===== src/rtl/extend_pipe_unit_if.sv =====
`default_nettype none
// ============================================================================
//  Module      : extend_pipe_unit_if
//  Description : Valid/ready handshake bundle for the operand extender.
//                Carries the decode-side input (data, mode) and the
//                ALU-side output (extended word).
//                master modport : producer/consumer side (drives inputs,
//                                 drives out_ready)
//                slave modport  : the extender itself
//  Revision    : 1.0  initial release
// ============================================================================
interface extend_pipe_unit_if #(
  parameter int IN_W  = 5,
  parameter int OUT_W = 32
);
  logic             in_valid;
  logic             in_ready;
  logic [IN_W-1:0]  in_data;
  logic [1:0]       in_mode;
  logic             out_valid;
  logic             out_ready;
  logic [OUT_W-1:0] out_data;

  modport master (
    output in_valid, in_data, in_mode, out_ready,
    input  in_ready, out_valid, out_data
  );

  modport slave (
    input  in_valid, in_data, in_mode, out_ready,
    output in_ready, out_valid, out_data
  );
endinterface
`default_nettype wire


===== src/rtl/extend_pipe_unit.sv =====
`default_nettype none
// ============================================================================
//  Module      : extend_pipe_unit
//  Description : Registered operand extender (zero / sign / upper / branch
//                offset) with valid/ready handshake on both sides and a
//                2-entry (output register + skid register) buffer, giving
//                full throughput under back-pressure. Latency 1 cycle.
//  Ports       : clk        rising-edge clock
//                reset      asynchronous reset, active-high
//                bus        extend_pipe_unit_if.slave
//                           in_valid/in_ready/in_data/in_mode,
//                           out_valid/out_ready/out_data
//                ext_count  completed output transfers (EXTEND_CNT_EN only)
//  Config      : define EXTEND_CNT_EN to add the ext_count transfer counter
//  Revision    : 1.0  initial release
// ============================================================================
module extend_pipe_unit #(
  parameter int IN_W  = 5,
  parameter int OUT_W = 32,
  parameter int CNT_W = 16
) (
  input  logic                clk,
  input  logic                reset,
`ifdef EXTEND_CNT_EN
  output logic [CNT_W-1:0]    ext_count,
`endif
  extend_pipe_unit_if.slave   bus
);

  generate
    if (IN_W < 2 || IN_W >= OUT_W || CNT_W < 1) begin : g_bad_params
      $error("extend_pipe_unit: illegal parameters (need 2 <= IN_W < OUT_W, CNT_W >= 1)");
    end
  endgenerate

  localparam int C_PAD_W = OUT_W - IN_W;

  typedef enum logic [1:0] {
    ST_EMPTY = 2'd0,   // output register invalid
    ST_ONE   = 2'd1,   // output register valid, skid empty
    ST_FULL  = 2'd2    // output and skid registers valid
  } state_t;

  state_t           r_state;
  state_t           w_state_nxt;
  logic             r_in_ready;
  logic             r_out_valid;
  logic [OUT_W-1:0] r_oreg;
  logic [OUT_W-1:0] r_skid;

  logic             w_accept;
  logic             w_drain;
  logic             w_load_new;
  logic             w_load_skid;
  logic             w_skid_to_oreg;
  logic [OUT_W-1:0] w_sext;
  logic [OUT_W-1:0] w_ext;

  assign w_accept = bus.in_valid & r_in_ready;
  assign w_drain  = r_out_valid & bus.out_ready;

  // Extension arithmetic
  assign w_sext = {{C_PAD_W{bus.in_data[IN_W-1]}}, bus.in_data};

  always_comb begin
    w_ext = '0;
    case (bus.in_mode)
      2'b00:   w_ext = {{C_PAD_W{1'b0}}, bus.in_data};
      2'b01:   w_ext = w_sext;
      2'b10:   w_ext = {bus.in_data, {C_PAD_W{1'b0}}};
      default: w_ext = w_sext << 2;  // top two bits fall off
    endcase
  end

  // Next-state and load controls
  always_comb begin
    w_state_nxt    = r_state;
    w_load_new     = 1'b0;
    w_load_skid    = 1'b0;
    w_skid_to_oreg = 1'b0;
    case (r_state)
      ST_EMPTY: begin
        if (w_accept) begin
          w_state_nxt = ST_ONE;
          w_load_new  = 1'b1;
        end
      end
      ST_ONE: begin
        if (w_accept && w_drain) begin
          w_load_new  = 1'b1;
        end else if (w_accept) begin
          w_state_nxt = ST_FULL;
          w_load_skid = 1'b1;
        end else if (w_drain) begin
          w_state_nxt = ST_EMPTY;
        end
      end
      ST_FULL: begin
        if (w_drain) begin
          w_state_nxt    = ST_ONE;
          w_skid_to_oreg = 1'b1;
        end
      end
      default: w_state_nxt = ST_EMPTY;
    endcase
  end

  // State register; handshake flags are registered copies of the next-state
  // decode so in_ready has no combinational path from out_ready.
  always_ff @(posedge clk or posedge reset) begin
    if (reset) begin
      r_state     <= ST_EMPTY;
      r_in_ready  <= 1'b1;
      r_out_valid <= 1'b0;
    end else begin
      r_state     <= w_state_nxt;
      r_in_ready  <= (w_state_nxt != ST_FULL);
      r_out_valid <= (w_state_nxt != ST_EMPTY);
    end
  end

  always_ff @(posedge clk or posedge reset) begin
    if (reset) begin
      r_oreg <= '0;
      r_skid <= '0;
    end else begin
      if (w_load_new) begin
        r_oreg <= w_ext;
      end else if (w_skid_to_oreg) begin
        r_oreg <= r_skid;
      end
      if (w_load_skid) begin
        r_skid <= w_ext;
      end
    end
  end

  assign bus.in_ready  = r_in_ready;
  assign bus.out_valid = r_out_valid;
  assign bus.out_data  = r_oreg;

`ifdef EXTEND_CNT_EN
  logic [CNT_W-1:0] r_ext_count;

  always_ff @(posedge clk or posedge reset) begin
    if (reset) begin
      r_ext_count <= '0;
    end else if (w_drain) begin
      r_ext_count <= r_ext_count + CNT_W'(1);
    end
  end

  assign ext_count = r_ext_count;
`endif

endmodule
`default_nettype wire


===== src/flat_wrapper.sv =====
// flat-port wrapper written by rule: the top's interface ports become plain ports
module extend_pipe_unit_flat 
#(
  parameter int IN_W  = 5,
  parameter int OUT_W = 32,
  parameter int CNT_W = 16
)
  (clk, reset, bus_in_valid, bus_in_data, bus_in_mode, bus_out_ready, bus_in_ready, bus_out_valid, bus_out_data);
  extend_pipe_unit_if #(.IN_W(IN_W), .OUT_W(OUT_W)) bus_i ();
  input  logic clk;
  input  logic reset;
  input wire logic [$bits(bus_i.in_valid)-1:0] bus_in_valid;
  input wire logic [$bits(bus_i.in_data)-1:0] bus_in_data;
  input wire logic [$bits(bus_i.in_mode)-1:0] bus_in_mode;
  input wire logic [$bits(bus_i.out_ready)-1:0] bus_out_ready;
  output wire logic [$bits(bus_i.in_ready)-1:0] bus_in_ready;
  output wire logic [$bits(bus_i.out_valid)-1:0] bus_out_valid;
  output wire logic [$bits(bus_i.out_data)-1:0] bus_out_data;
  assign bus_i.in_valid = bus_in_valid;
  assign bus_i.in_data = bus_in_data;
  assign bus_i.in_mode = bus_in_mode;
  assign bus_i.out_ready = bus_out_ready;
  assign bus_in_ready = bus_i.in_ready;
  assign bus_out_valid = bus_i.out_valid;
  assign bus_out_data = bus_i.out_data;
  extend_pipe_unit #(.IN_W(IN_W), .OUT_W(OUT_W), .CNT_W(CNT_W)) u_core (.clk(clk), .reset(reset), .bus(bus_i));
endmodule

===== config.mk =====
export PLATFORM = sky130hd
export DESIGN_NAME = extend_pipe_unit_flat
export DESIGN_NICKNAME = d
export VERILOG_FILES = /design/src/rtl/extend_pipe_unit_if.sv /design/src/rtl/extend_pipe_unit.sv /design/src/flat_wrapper.sv
export SDC_FILE = /design/constraint.sdc
export NUM_CORES = 1
export LEC_CHECK = 0
export ABC_CLOCK_PERIOD_IN_PS = 2500
export CORE_MARGIN = 2
export CORE_UTILIZATION = 50
export CTS_BUF_LIST = sky130_fd_sc_hd__clkbuf_4 sky130_fd_sc_hd__clkbuf_8
export DETAILED_ROUTE_END_ITERATION = 10
export PLACE_DENSITY = 0.81
export SLEW_MARGIN = 20
export SYNTH_ARGS = -nofsm -noshare
export SYNTH_HDL_FRONTEND = slang
export SYNTH_SLANG_ARGS = --single-unit

===== constraint.sdc =====
create_clock -name clk -period 2.5 [get_ports clk]
set_input_delay 0.5 -clock clk [delete_from_list [all_inputs] [get_ports clk]]
set_output_delay 0.5 -clock clk [all_outputs]
set_load 0.1 [all_outputs]

==> run_results.csv, run 1 <==
group,metric,value,unit
logic_synthesis,synth_top_cell_by_area,"sky130_fd_sc_hd__dfrtp_1",
job,max-cap-violations,0,
floorplanning,ios,45,
worst_setup_path,startpoint,"u_core.bus.out_data[26]$_DFFE_PP0P_",
grt,overflow,0,
floorplanning,placeableCoreArea,2780,µm²
clock_tree,numClockSinks,28,
routing,top_layer,"met4",
routing,met2_wirelength,1.34,mm
sta,final_max_slew_viol_count,0,
clock_tree,hold_buffers,0,
worst_setup_path,nature_of_the_critical_path_startpoint,"flop",
floorplanning,floorplan.die.height,58.5,µm
placed_design,port-buffer-count,44,
worst_setup_path,critical-path-slowest-cell,"sky130_fd_sc_hd__dfrtp_1",
status,run_status,"completed",
floorplanning,die-width,58.5,µm
worst_setup_path,path_depth,1,
routing,drt-total-wl,2.65,mm
sta,worst_slew_pin_slew,0.564,ns
worst_setup_path,cell_family_with_most_cp_delay,"flip-flops",
routing,met1_length,1.18,mm
logic_synthesis,postSynth.asyncResetShare,100,%
grt,grt_util_all_layers,17.5,%
sta,timing_hold_violations_final,0,
worst_setup_path,rr_startpoint,"u_core.r_state[0]$_DFF_PP0_",
grt,initial_antenna_violation_count,0,
logic_synthesis,postSynthCellCount,129,
sta,fin_worst_skew,0.00513,ns
logic_synthesis,mappedNetlistArea,1490,µm²
logic_synthesis,yosysMostFrequentCell,"sky130_fd_sc_hd__dfrtp_1",
clock_tree,cts_inserted_buffers,3,
floorplanning,die_area,3430,µm²
routing,drc_errors,0,
clock_tree,ctsResizeCount,0,
worst_setup_path,critical_path_required,2.00,ns
worst_setup_path,cp_slowest_stage_delay,0.73,ns
logic_synthesis,yosysWarnings,0,
clock_tree,htree_num_levels,1,
clock_tree,tritoncts,"yes",
clock_tree,worst_setup_hold_path_clk_slew,0.15,ns
sta,fin_crit_sh,78.8,%
worst_setup_path,critical_path.endpoint,"bus_out_data[23]",
worst_setup_path,timing.rr.end,"u_core.bus.out_data[2]$_DFFE_PP0P_",
worst_setup_path,end_kind,"primary output",
grt,vias_in_the_first_global_route,934,
hold_path,worstHoldPathType,"input pin to async pin",
sta,slew_headroom,62.4,%
placed_design,post-dp-hpwl,1.95,mm
logic_synthesis,synthesis.area_per_instance,11.5,µm²
clock_tree,clock_tree.root_cell,"sky130_fd_sc_hd__clkbuf_4",
logic_synthesis,post-synth-top-area-fraction,45.4,%
logic_synthesis,cell_types_with_the_largest_area_share_after_synthesis,"sky130_fd_sc_hd__dfrtp_1 45%, sky130_fd_sc_hd__mux2i_1 14%, sky130_fd_sc_hd__buf_4 11%, sky130_fd_sc_hd__mux2_2 9.8%, sky130_fd_sc_hd__inv_1 2.8%",
routing,viasPerCell,4.97,
logic_synthesis,top_cell_types_by_occurrence_after_synthesis,"27 x sky130_fd_sc_hd__dfrtp_1, 22 x sky130_fd_sc_hd__buf_4, 21 x sky130_fd_sc_hd__mux2i_1, 13 x sky130_fd_sc_hd__mux2_2, 11 x sky130_fd_sc_hd__inv_1",
logic_synthesis,syn_nets,140,
routing,route.met3.wl,99,µm
worst_setup_path,critical_path.n_buffers_inverters,1,
routing,antenna_violating_nets_post_route,0,
finish,post_layout_nets,170,
finish,area_growth_syn_to_layout,19.3,%
logic_synthesis,synthDistinctLibCells,23,
finish,drive_gt1_share,37.3,%
sta,fin_setup_tns,0,ns
worst_setup_path,worst-path-max-fanout,22,
routing,routed_wire_per_std_cell,14.0,µm
worst_setup_path,critical_path.cell_chain,"buf_4",
worst_setup_path,startpoint_to_endpoint_class_of_the_critical_path,"flop to primary output",
sta,fmaxAchievable,508,MHz
worst_setup_path,r2r_cells,3,
routing,drtPass1Iterations,3,
worst_setup_path,critical_path_arrival,1.47,ns
floorplanning,initial_utilization,53.5,%
routing,total_via_count_in_the_routed_design,939,
logic_synthesis,count_of_flip_flops_with_a_built_in_enable_after_synthesis,0,
sta,rsz_0062_raised_after_global_routing,"false",
grt,grt_pass1_wl,4.51,mm
finish,antennaDiodeCount,0,
placed_design,gp_congestion,0.735,
clock_tree,post-cts-setup-buffer-count,0,
clock_tree,clock_network_latency_to_the_later_pin_of_the_worst_skew_pair,0.34,ns
grt,grt_max_degree,29,
logic_synthesis,number_of_synthesized_register_bits,28,
sta,layout_min_cycle_time,1.97,ns
floorplanning,placement_rows,19,
routing,detail_route.iter0.violations,20,
worst_setup_path,ff2ff_setup_slack,0.81,ns
logic_synthesis,synth-seq-area-share,47.2,%
sta,finalSetupViolations,0,
clock_tree,clock_tree.buffer_depth,2,
logic_synthesis,synth_top_flop_cell,"sky130_fd_sc_hd__dfrtp_1",
-- metal layers --
metal,vias to the layer above,GRT usage [%]
li1,473,-
met1,445,23.8
met2,16,28.4
met3,5,2.86
met4,0,5.98
met5,-,0
-- worst register-to-register path, delay by kind of cell (launching register included) --
kind	cells	cell delay, ns
flip-flops	1	0.44
AND/OR/NAND/NOR	1	0.46
multiplexers	2	0.69
-- worst min path at each step --
stage,from,end,slack [ns],depth (start not counted)
2_1_floorplan,u_core.r_skid[2]$_DFFE_PP0P_,u_core.r_skid[2]$_DFFE_PP0P_,0.47,1
5_1_grt,u_core.r_skid[26]$_DFFE_PP0P_,u_core.r_skid[26]$_DFFE_PP0P_,0.54,1
4_1_cts,reset,u_core.r_state[0]$_DFF_PP0_,0.50,3
6_report,reset,u_core.r_state[0]$_DFF_PP0_,0.49,3
3_5_place_dp,u_core.r_skid[2]$_DFFE_PP0P_,u_core.r_skid[2]$_DFFE_PP0P_,0.49,1
3_3_place_gp,u_core.r_skid[2]$_DFFE_PP0P_,u_core.r_skid[2]$_DFFE_PP0P_,0.48,1
-- through the flow --
stage                     hold WS, ns  cells  setup WS [ns]  cell area [µm²]  utilization (%)
after global placement          0.483    185          0.285             1740             62.5
after floorplan                 0.473    129          0.336             1490                -
final                           0.494    189          0.530             1780             63.8
after CTS                       0.504    189          0.506             1780             63.8
after detailed placement        0.491    185          0.247             1740             62.5
after global routing            0.540    189          0.415             1780             63.8
-- layout make-up --
type	count	area, µm²
Fill cell	231	1010
Sequential cell	28	702
Multi-Input combinational cell	66	564
Timing Repair Buffer	49	393
Inverter	11	41.3
Tap cell	31	38.8
Clock buffer	4	36.3
-- sequential cells by signal, indices dropped and copies added (netlist names) --
signal and flops:
u_core.bus.in_ready 1, u_core.bus.out_data 12, u_core.bus.out_valid 1, u_core.r_skid 12
u_core.r_state 2
-- cell families (layout without fill, tap and decap cells) --
| kind of cell | Yosys count | count (layout) | share of synthesized area [%] |
|---|---|---|---|
| XOR/XNOR | 1 | 1 | 0.589 |
| flip-flops | 28 | 28 | 47.2 |
| buffers and inverters | 35 | 64 | 14.9 |
| AND/OR/NAND/NOR | 15 | 15 | 6.56 |
| multiplexers | 36 | 36 | 25.5 |
| AO/OA/AOI/OAI | 14 | 14 | 5.30 |
-- cell usage in the layout, fill, tap and decap left out, drive strengths merged --
cell           count
buf               39
dfrtp             27
mux2i             21
mux2              15
inv               11
clkdlybuf4s50     10
a21oi              6
o21ai              5
nand2b             4
clkbuf             4
nand2              3
nand3              3
nand4b             2
a21boi             2
nor3               1
nor2b              1
and2               1
a22o               1
xor2               1
dfstp              1
Power of run 1 is not shown: default switching activity piles up to over one toggle a cycle in this logic, so the estimate is an artifact.
==> run 2: changes to the inputs <==
Settings changed: ABC_CLOCK_PERIOD_IN_PS 2500 to 1630, CORE_UTILIZATION 50 to 44, PLACE_DENSITY 0.81 to 0.76.
Clock period 2.5 ns to 1.63 ns, I/O delays scaled along.
==> run 2 against run 1 <==
Effect of this change: worst setup slack worse by 0.52 ns; via count up 15%; hold slack worse by 0.19 ns; largest cell class is now non-clock buffers; clock skew up 0.0053 ns; non-clock buffer count up 14.
==> run_results.csv, run 2 (synthesized netlist as in run 1, its figures left out) <==
group,metric,value,unit
status,run_status,"completed",
placed_design,gp_congestion,0.892,
floorplanning,initial_utilization,45.3,%
finish,area_growth_syn_to_layout,62.0,%
floorplanning,floorplan.die.height,62.1,µm
routing,detail_route.iter0.violations,21,
sta,finalSetupViolations,0,
routing,drc_errors,0,
routing,antenna_violating_nets_post_route,0,
grt,grt_pass1_wl,5.39,mm
sta,slew_headroom,76.3,%
sta,rsz_0062_raised_after_global_routing,"true",
clock_tree,clock_network_latency_to_the_later_pin_of_the_worst_skew_pair,0.33,ns
grt,initial_antenna_violation_count,0,
job,max-cap-violations,0,
sta,fin_worst_skew,0.0104,ns
floorplanning,placement_rows,21,
sta,worst_hold_slack,0.308,ns
sta,final_max_slew_viol_count,0,
finish,finish.utilization,73.4,%
routing,total_via_count_in_the_routed_design,1083,
worst_setup_path,rr_startpoint,"u_core.bus.in_ready$_DFF_PP1_",
clock_tree,clock_tree.root_cell,"sky130_fd_sc_hd__clkbuf_4",
grt,overflow,0,
sta,worst_slew_pin_slew,0.353,ns
sta,fin_crit_sh,99.2,%
sta,timing_hold_violations_final,0,
sta,fmaxAchievable,618,MHz
routing,drtPass1Iterations,4,
worst_setup_path,r2r_cells,4,
grt,vias_in_the_first_global_route,1143,
grt,grt_max_degree,29,
placed_design,pre_cts_slack,-0.242,ns
worst_setup_path,timing.rr.end,"u_core.bus.out_data[5]$_DFFE_PP0P_",
worst_setup_path,critical_path_arrival,1.84,ns
sta,layout_min_cycle_time,1.62,ns
grt,grt_util_all_layers,17.5,%
worst_setup_path,end_kind,"flop",
clock_tree,hold_buffers,0,
finish,n_fill_cell,207,
clock_tree,worst_setup_hold_path_clk_slew,0.15,ns
finish,most-common-layout-cells,"36 x sky130_fd_sc_hd__buf_12, 25 x sky130_fd_sc_hd__dfrtp_1, 21 x sky130_fd_sc_hd__mux2i_1",
hold_path,worstHoldPathType,"input pin to async pin",
worst_setup_path,critical_path_required,1.85,ns
clock_tree,tritoncts,"yes",
clock_tree,clock_tree.buffer_depth,2,
worst_setup_path,ff2ff_setup_slack,0.01,ns
sta,finalWorstSetupSlack,0.0125,ns
placed_design,dpl.cell_count,209,
worst_setup_path,worst-path-max-fanout,5,
finish,final-instance-count-excl-fill,218,
finish,mostFrequentLayoutCell,"sky130_fd_sc_hd__buf_12",
floorplanning,die_area,3860,µm²
finish,antennaDiodeCount,0,
clock_tree,numClockSinks,28,
routing,drt-total-wl,3.30,mm
worst_setup_path,nature_of_the_critical_path_startpoint,"flop",
worst_setup_path,startpoint_to_endpoint_class_of_the_critical_path,"flop to flop",
finish,drive_gt1_share,44.8,%
placed_design,post-dp-hpwl,2.56,mm
floorplanning,ios,45,
finish,post_layout_nets,184,
floorplanning,die-width,62.1,µm
clock_tree,htree_num_levels,1,
routing,routed_wire_per_std_cell,15.1,µm
clock_tree,cts_inserted_buffers,3,
floorplanning,placeableCoreArea,3280,µm²
placed_design,port-buffer-count,44,
routing,viasPerCell,4.97,
## run 2: cell types whose count changed in the layout (fill, tap and decap cells not counted), sizes merged
cell	before	now
buf	39	53
## run 2: timing repair
action | 4_1_cts | 5_1_grt
gates resized for setup | 0 | 11
endpoints found under the setup margin | 0 | 20
buffers inserted | 0 | 5
## run 2: cell type report
| type | instances | area [µm²] | area share [%] |
|---|---|---|---|
| Timing Repair Buffer | 63 | 963 | 40.0 |
| Multi-Input combinational cell | 66 | 601 | 24.9 |
| Sequential cell | 28 | 711 | 29.5 |
| Inverter | 11 | 41.3 | 1.71 |
| Tap cell | 46 | 57.6 | 2.39 |
| Clock buffer | 4 | 36.3 | 1.51 |
## run 2: layer usage
layer,vias to the layer above,part of all wire (%),track usage [%]
li1,501,-,-
met1,528,40,20.5
met2,48,51,31.1
met3,6,6.7,3.99
met4,0,1.8,6.67
met5,-,0,0
## run 2: worst max-delay path, cell delays in order (launching register included)
cell and delay [ns]:
sky130_fd_sc_hd__dfstp_4 0.68, sky130_fd_sc_hd__nand2_4 0.06, sky130_fd_sc_hd__nor3_4 0.30, sky130_fd_sc_hd__buf_4 0.17
sky130_fd_sc_hd__mux2_4 0.29
## run 2: how the worst max path moves through the flow
stage | slack, ns | endpoint | start
floorplan | -0.13 | u_core.r_skid[2]$_DFFE_PP0P_ | u_core.bus.in_ready$_DFF_PP1_
global placement | -0.20 | u_core.bus.out_data[2]$_DFFE_PP0P_ | bus_out_ready
detailed placement | -0.24 | u_core.bus.out_data[1]$_DFFE_PP0P_ | bus_out_ready
CTS | 0.002 | u_core.bus.out_data[29]$_DFFE_PP0P_ | u_core.bus.in_ready$_DFF_PP1_
global route | -0.03 | u_core.bus.out_data[5]$_DFFE_PP0P_ | u_core.bus.in_ready$_DFF_PP1_
finish | 0.01 | u_core.bus.out_data[5]$_DFFE_PP0P_ | u_core.bus.in_ready$_DFF_PP1_
## run 2: through the flow
step	TNS, ns	instance area (µm²)
5_1_grt	-0.131	2410
4_1_cts	0	2330
6_report	0	2410
2_1_floorplan	-0.742	1510
3_3_place_gp	-3.14	2290
3_5_place_dp	-4.04	2290
Power of run 2 is left out for the same reason.
==> run 3: changes to the inputs <==
Settings changed: CTS_CLUSTER_SIZE set to 25.
==> results of run 3 <==
The final DEF is identical to that of run 2; final timing and power are the same.
Power of run 3 is left out for the same reason.
